`config.mk`:
```
export PLATFORM = sky130hd
export DESIGN_NAME = z2_bus_sm
export DESIGN_NICKNAME = d
export VERILOG_FILES = /design/src/rtl/z2_bus_sm.sv
export SDC_FILE = /design/constraint.sdc
export NUM_CORES = 1
export LEC_CHECK = 0
export CAP_MARGIN = 20
export CORE_ASPECT_RATIO = 2
export CORE_UTILIZATION = 45
export DETAILED_ROUTE_END_ITERATION = 8
export PLACE_DENSITY = 0.76
export SYNTH_ARGS = -nofsm -noshare
export SYNTH_HDL_FRONTEND = slang
export SYNTH_SLANG_ARGS = --single-unit
```
`constraint.sdc`:
```
create_clock -name CLK -period 4.95 [get_ports CLK]
set_input_delay 0.99 -clock CLK [delete_from_list [all_inputs] [get_ports CLK]]
set_output_delay 0.99 -clock CLK [all_outputs]
set_load 0.005 [all_outputs]
```
`src/rtl/z2_bus_sm.sv`:
```
// Zorro II slave bus-cycle sequencer: synchronises the 68000 strobes, tracks the
// bus phase for the autoconfig decoder and times DTACK / data-bus enables per access class.
`timescale 1ns/1ps
module z2_bus_sm #(
  parameter int RAM_WAIT   = 0,
  parameter int IO_WAIT    = 2,
  parameter int AC_TIMEOUT = 15
) (
  input  logic       CLK,
  input  logic       RESET_n,
  input  logic       AS_n,
  input  logic       UDS_n,
  input  logic       LDS_n,
  input  logic       RW,
  input  logic       autoconfig_cycle,
  input  logic       ram_access,
  input  logic       flash_access,
  input  logic       ide_access,
  input  logic       ctrl_access,
  input  logic       ac_dtack,
  output logic [1:0] z2_state,
  output logic       DTACK_n,
  output logic       dtack_oe,
  output logic       data_oe,
  output logic       wr_strobe
);

  typedef enum logic [1:0] {
    Z2_IDLE  = 2'b00,
    Z2_START = 2'b01,
    Z2_DATA  = 2'b10,
    Z2_END   = 2'b11
  } z2_state_t;

  typedef enum logic [1:0] {
    CLS_NONE,
    CLS_AC,
    CLS_MEM,
    CLS_IO
  } cls_t;

  localparam logic [3:0] RAM_LAST = 4'(RAM_WAIT);
  localparam logic [3:0] IO_LAST  = 4'(IO_WAIT);
  localparam logic [3:0] AC_LAST  = 4'(AC_TIMEOUT - 1);

  z2_state_t  state;
  cls_t       cls;
  cls_t       start_cls;
  logic [3:0] cnt;
  logic [1:0] as_sync;
  logic [1:0] uds_sync;
  logic [1:0] lds_sync;
  logic [1:0] sync_vld;
  logic       armed;
  logic       as;
  logic       ds;
  logic       hit;

  always_ff @(posedge CLK or negedge RESET_n) begin
    if (!RESET_n) begin
      as_sync  <= '1;
      uds_sync <= '1;
      lds_sync <= '1;
    end else begin
      as_sync  <= {as_sync[0], AS_n};
      uds_sync <= {uds_sync[0], UDS_n};
      lds_sync <= {lds_sync[0], LDS_n};
    end
  end

  assign as = ~as_sync[1];
  assign ds = ~uds_sync[1] | ~lds_sync[1];

  always_comb begin
    start_cls = CLS_NONE;
    if (autoconfig_cycle)
      start_cls = CLS_AC;
    else if (ide_access | ctrl_access)
      start_cls = CLS_IO;
    else if (ram_access | flash_access)
      start_cls = CLS_MEM;
  end

  assign hit      = (start_cls != CLS_NONE);
  assign z2_state = state;

  // armed only goes high once the synchroniser holds real samples and shows AS
  // negated, so a strobe still low across reset cannot start a cycle.
  // data_oe doubles as the latched RW for the cycle in progress.
  always_ff @(posedge CLK or negedge RESET_n) begin
    if (!RESET_n) begin
      state     <= Z2_IDLE;
      cls       <= CLS_NONE;
      cnt       <= '0;
      sync_vld  <= '0;
      armed     <= 1'b0;
      DTACK_n   <= 1'b1;
      dtack_oe  <= 1'b0;
      data_oe   <= 1'b0;
      wr_strobe <= 1'b0;
    end else begin
      wr_strobe <= 1'b0;
      sync_vld  <= {sync_vld[0], 1'b1};
      if (sync_vld[1] && !as)
        armed <= 1'b1;

      case (state)
        Z2_IDLE: begin
          DTACK_n  <= 1'b1;
          dtack_oe <= 1'b0;
          data_oe  <= 1'b0;
          cls      <= CLS_NONE;
          if (as && armed)
            state <= Z2_START;
        end

        Z2_START: begin
          if (!as) begin
            state <= Z2_IDLE;
          end else if (!hit) begin
            state <= Z2_END;
          end else if (ds) begin
            state     <= Z2_DATA;
            cls       <= start_cls;
            cnt       <= '0;
            wr_strobe <= ~RW;
            data_oe   <= RW;
          end
        end

        Z2_DATA: begin
          if (!as) begin
            state    <= Z2_IDLE;
            DTACK_n  <= 1'b1;
            dtack_oe <= 1'b0;
            data_oe  <= 1'b0;
          end else begin
            case (cls)
              CLS_AC: begin
                if (ac_dtack) begin
                  state    <= Z2_END;
                  DTACK_n  <= 1'b0;
                  dtack_oe <= 1'b1;
                end else if (cnt == AC_LAST) begin
                  state <= Z2_END;
                end else begin
                  cnt <= (cnt == 4'hF) ? cnt : cnt + 4'd1;
                end
              end
              CLS_MEM: begin
                if (cnt == RAM_LAST) begin
                  state    <= Z2_END;
                  DTACK_n  <= 1'b0;
                  dtack_oe <= 1'b1;
                end else begin
                  cnt <= (cnt == 4'hF) ? cnt : cnt + 4'd1;
                end
              end
              CLS_IO: begin
                if (cnt == IO_LAST) begin
                  state    <= Z2_END;
                  DTACK_n  <= 1'b0;
                  dtack_oe <= 1'b1;
                end else begin
                  cnt <= (cnt == 4'hF) ? cnt : cnt + 4'd1;
                end
              end
              default: state <= Z2_END;
            endcase
          end
        end

        Z2_END: begin
          // DTACK_n goes high here; dtack_oe follows from IDLE one cycle later.
          if (!as) begin
            state   <= Z2_IDLE;
            DTACK_n <= 1'b1;
            data_oe <= 1'b0;
          end
        end

        default: state <= Z2_IDLE;
      endcase
    end
  end

endmodule

```
=== Yosys cells after proc, flatten, opt, wreduce, memory -nomap -nowiden ===
Index checks and enable logic that the tools add are counted.

* Logic and storage cells: 115
* Input bits: 12
* Bits in registers: 21
* Output and inout port bits: 6

* Bitwise logic cells: 7
* Equal/unequal tests: 27
* $add $sub $neg: 1
* Muxes and demuxes: 52
* Reduce and logical (&&, ||, !) cells: 16

{| class="wikitable"
|+ Operator list
! cell !! count
|-
| 2-to-1 mux 4 bit || 9
|-
| 2-to-1 mux 2 bit || 16
|-
| 2-to-1 mux 1 bit || 17
|-
| inequality test 4 bit, second input constant || 4
|-
| inequality test 2 bit, second input constant || 6
|-
| inequality test 3 bit, second input constant || 4
|-
| one-hot mux 1 bit (3 select lines) || 4
|-
| one-hot mux 4 bit (3 select lines) || 1
|-
| AND reduction 6 bit || 2
|-
| AND reduction 10 bit || 1
|-
| equality test 2 bit, second input constant || 4
|-
| equality test 4 bit, second input constant || 2
|-
| one-hot mux 2 bit (4 select lines) || 1
|-
| one-hot mux 4 bit (2 select lines) || 1
|-
| AND reduction 4 bit || 2
|-
| nonzero test 2 bit || 4
|-
| one-hot mux 2 bit (3 select lines) || 1
|-
| inequality test 5 x 3 -> 1 bit, second input constant || 1
|-
| inequality test 5 bit, second input constant || 1
|-
| AND reduction 5 bit || 1
|-
| adder 4 x 1 -> 4 bit, second input constant || 1
|-
| equality test 2 x 1 -> 1 bit, second input constant || 2
|-
| equality test 4 x 2 -> 1 bit, second input constant || 1
|-
| zero test 4 bit || 1
|-
| 10 further kinds || 16
|}

=== Logic depth before layout (Yosys ltp) ===
* Depth after elaboration: 8
* Gate-level depth with buffers: 6
* Gate-level depth less buffers: 6

=== Worst setup path before layout ===
OpenSTA, ideal clock, no wires.

* Path type: input to register
* Start: input flash_access
* End: register cnt[0]
* Required time: 4.819 ns
* Stages on the path: 5
* Slack: 2.889 ns
* Library setup time: 0.131 ns
* Data arrival time: 1.930 ns
* Buffers on the path: 1
* Path through: or2_2 -> buf_2 -> o211a_1 -> o2111ai_1 -> o211ai_1

* Word-level cells in the longest chain between the ends: 7

{| class="wikitable"
|+ Ends and longest elaborated chain
! item !! line !! RTL
|-
| start: declaration || 17 || <nowiki>input logic flash_access,</nowiki>
|-
| OR 1 bit || 80 || <nowiki>else if (ram_access | flash_access)</nowiki>
|-
| 2-to-1 mux 2 bit || 80 ||
|-
| 2-to-1 mux 2 bit || 78 || <nowiki>else if (ide_access | ctrl_access)</nowiki>
|-
| 2-to-1 mux 2 bit || 76 || <nowiki>if (autoconfig_cycle)</nowiki>
|-
| nonzero test 2 bit || 84 || <nowiki>assign hit = (start_cls != CLS_NONE);</nowiki>
|-
| inequality test 2 bit (no source line) || n/a ||
|-
| AND reduction 10 bit (no source line) || n/a ||
|-
| end signal: assignment || 147 || <nowiki>cnt <= (cnt == 4'hF) ? cnt : cnt + 4'd1;</nowiki>
|-
| end signal: assignment || 156 || <nowiki>cnt <= (cnt == 4'hF) ? cnt : cnt + 4'd1;</nowiki>
|-
| end signal: assignment || 165 || <nowiki>cnt <= (cnt == 4'hF) ? cnt : cnt + 4'd1;</nowiki>
|-
| end: declaration || 49 || <nowiki>logic [3:0] cnt;</nowiki>
|}

No other way between the ends.
A chain may end at the register's enable or synchronous reset.

=== Worst setup path in the final report ===
* Start: register state[0], in the netlist z2_state[0]
* End: output z2_state[0]

{| class="wikitable"
|+ RTL lines
! item !! line !! RTL
|-
| start: declaration || 46 || <nowiki>z2_state_t state;</nowiki>
|-
| start signal: assignment || 92 || <nowiki>state <= Z2_IDLE;</nowiki>
|-
| start signal: assignment || 114 || <nowiki>state <= Z2_START;</nowiki>
|-
| start signal: assignment || 119 || <nowiki>state <= Z2_IDLE;</nowiki>
|-
| end: declaration || 21 || <nowiki>output logic [1:0] z2_state,</nowiki>
|}

No word-level cell between the ends.

==> results by group <==
Setup path
  • Crit path kind: reg -> out
  • CP Max Fanout: 13
  • R2R Setup Slk: around 3.1 ns
  • Crit-path cells: clkdlybuf4s50_1
  • CP bufs+invs: 1
  • Startpoint Class: register
  • CP top delay family: flip-flops
  • Crit-path max cell delay: about 0.6 ns
  • Worst setup EP type: output port
  • WP data arrival: around 1.5 ns
  • WP data required: just under 4 ns
  • Crit-path slowest cell: dfrtp_1

Synth
  • FF+latch count, synth: 21
  • Mapped Nets: around 140
  • Seq/Total Area, Yosys: between 40% and 50%
  • Post-synth EDFFs: 0
  • Async S/R FF share, synth: 100%
  • Average size of a mapped cell: approximately 10 µm²
  • Cell taking the most area after synthesis: dfrtp_1
  • Synth area leaders: dfrtp_1, dfstp_2, ha_1, a211o_1, o211ai_1
  • Mapped Cells: ~120
  • Mapped Area: about 1200 µm²
  • Main synth FF type: dfrtp_1
  • Top-area cell type share of the netlist area: 29.3%
  • Yosys cell types: 46
  • Yosys warnings: 0

Floorplan
  • Initial Util: between 40% and 50%
  • # IOs: 18
  • Die W: between 30 and 40 µm
  • Core region area: roughly 2500 µm²
  • Core Rows: 26
  • Chip Height: about 75 µm
  • Die ar.: just under 3000 µm²

Clock tree
  • CTS HTree Levels: 1
  • Clk buf depth: 2
  • Post-CTS Resized: 0
  • Clk_lat worst skew: between 0.2 and 0.3 ns
  • Hold Buf Count CTS: 0
  • Root Driver: clkbuf_8
  • Post-CTS Setup Bufs: 0
  • CTS Sinks: 21
  • Worst-path clk slew: ~0.080 ns
  • CTS tree: built
  • CTS buffer count: 3

Drt
  • Router iterations before antenna repair: 4
  • Routed WL: 2750 µm
  • WL per Instance: roughly 17 µm
  • Residual DRC count: 0
  • First-iteration detailed-routing DRC count: 22
  • DR vias/cell: 6.06
  • Final ANT Viol Nets: 0
  • Vias: slightly below 1000

Final layout
  • Layout area overhead: 19.3%
  • Commonest non-fill, non-tap cell in the layout: clkdlybuf4s50_1
  • Share of cells above drive strength 1: between 10 and 15%
  • Ant diodes: 0
  • Fin nets: roughly 150
  • Most frequent cells in the layout: clkdlybuf4s50_1, dfrtp_1, dfstp_2, inv_1, nor2_1
  • Post-route insts no fill: 162

Placed design
  • RD Place Congestion: 0.899
  • Cell count after placement: roughly 160
  • I/O Buffers: 17
  • Worst slack, placed: between 2 and 2.5 ns
  • DP HPWL: between 2000 and 2500 µm

STA
  • Final Setup Violations: 0
  • Fin. max-slew vios: 0
  • Clk_skew: approximately 0.0012 ns
  • Total Neg Setup Slack: 0 ns
  • Period utilisation layout: about half
  • Actual slew at the worst max-slew pin: 0.929 ns
  • Relative slew slack: 37.9%
  • Tmin final: between 2 and 2.5 ns
  • FMAX: 408 MHz
  • Final setup margin: between 2 and 3 ns
  • Final Hold Vio Count: 0
  • Final hold slack: 0.358 ns
  • Unrepaired setup endpoints after global routing: no

Run status
  • Outcome: finished, final reports clean

Global routing
  • Largest net degree at the start of global routing: 22
  • Initial antenna violation count: 0
  • Overflow after GRT: 0
  • Total GRT Usage: about 22%
  • First-pass GRT wire length: roughly 4300 µm
  • Vias in the first global route: approximately 1000

Power
  • Pwr Density: about 330 nW/µm²
  • Total power: 0.000477 W
  • Leak: a little over 0.6 nW
  • VDD IR max: 0.197 mV

Flow run
  • Max_cap viols: 0

Min path
  • Hold WC Path Type: reg -> reg
Yosys cell counts, types with 3 or more instances:
master    instances
dfrtp_1          14
dfstp_2           7
inv_1             7
nor2_1            7
ha_1              6
nand2_1           6
nand3_1           5
a211o_1           4
nand2b_1          4
o211ai_1          4
a21oi_1           3
and2_1            3
and3_1            3
buf_2             3
nor2b_1           3
cells by family after synthesis:
| logic type | after synthesis | share of synthesized area (%) |
|---|---|---|
| AND/OR/NAND/NOR | 44 | 21.5 |
| AO/OA/AOI/OAI | 33 | 22.4 |
| flip-flops | 21 | 44.6 |
| buffers and inverters | 11 | 4.08 |
| adder cells (fa/ha/maj) | 6 | 6.27 |
| multiplexers | 1 | 0.836 |
| other | 1 | 0.313 |
final timing paths:
check                            start           to  cells past startpoint
max                        z2_state[0]  z2_state[0]                      1
min                        uds_sync[0]  uds_sync[1]                      0
max reg2reg                     cnt[0]  z2_state[0]                      6
min reg2reg                uds_sync[0]  uds_sync[1]                      0
max in group asynchronous      RESET_n     dtack_oe                      1
min in group asynchronous      RESET_n  sync_vld[1]                      1
worst register-to-register path, stage by stage, from the launching register on:
cell and delay [ns]:
dfrtp_1 0.44, inv_1 0.12, ha_1 0.18, and2b_1 0.20, o31a_1 0.31, a2111oi_0 0.39
o22ai_1 0.12
layout make-up:
type                            instances  area (µm²)
Sequential cell                        21         534
Tap cell                               28        35.0
Fill cell                             228        1110
Clock buffer                            3        41.3
Inverter                                7        26.3
Multi-Input combinational cell         85         614
Clock inverter                          1        7.51
Timing Repair Buffer                   17         170
sequential cells by signal, indices dropped and copies added, names as in the netlist, 2 cells and up:
name / cells
lds_sync: 2
cnt: 4
z2_state: 2
cls: 2
as_sync: 2
uds_sync: 2
sync_vld: 2
through the flow:
step	instance area [µm²]	utilization, %
finish	1430	56.3
global route	1430	56.3
CTS	1430	56.3
detailed placement	1380	54.4
global placement	1380	54.4
floorplan	1200	-
per-layer routing:
layer,share of wire (%),GRT usage [%]
met2,55,39.9
met5,0,0
met3,2.4,1.77
met1,36,19.2
met4,6.6,19.2
where the power goes:
part	internal (W)	total, W	leakage, nW	switching [W]
registers	0.000198	0.000237	0.254	0.0000394
clock network	0.0000569	0.000117	0.0217	0.0000604
logic	0.0000619	0.000122	0.340	0.0000603
total	0.000317	0.000477	0.615	0.000160
Note: power is estimated with default switching activity, not from simulation.
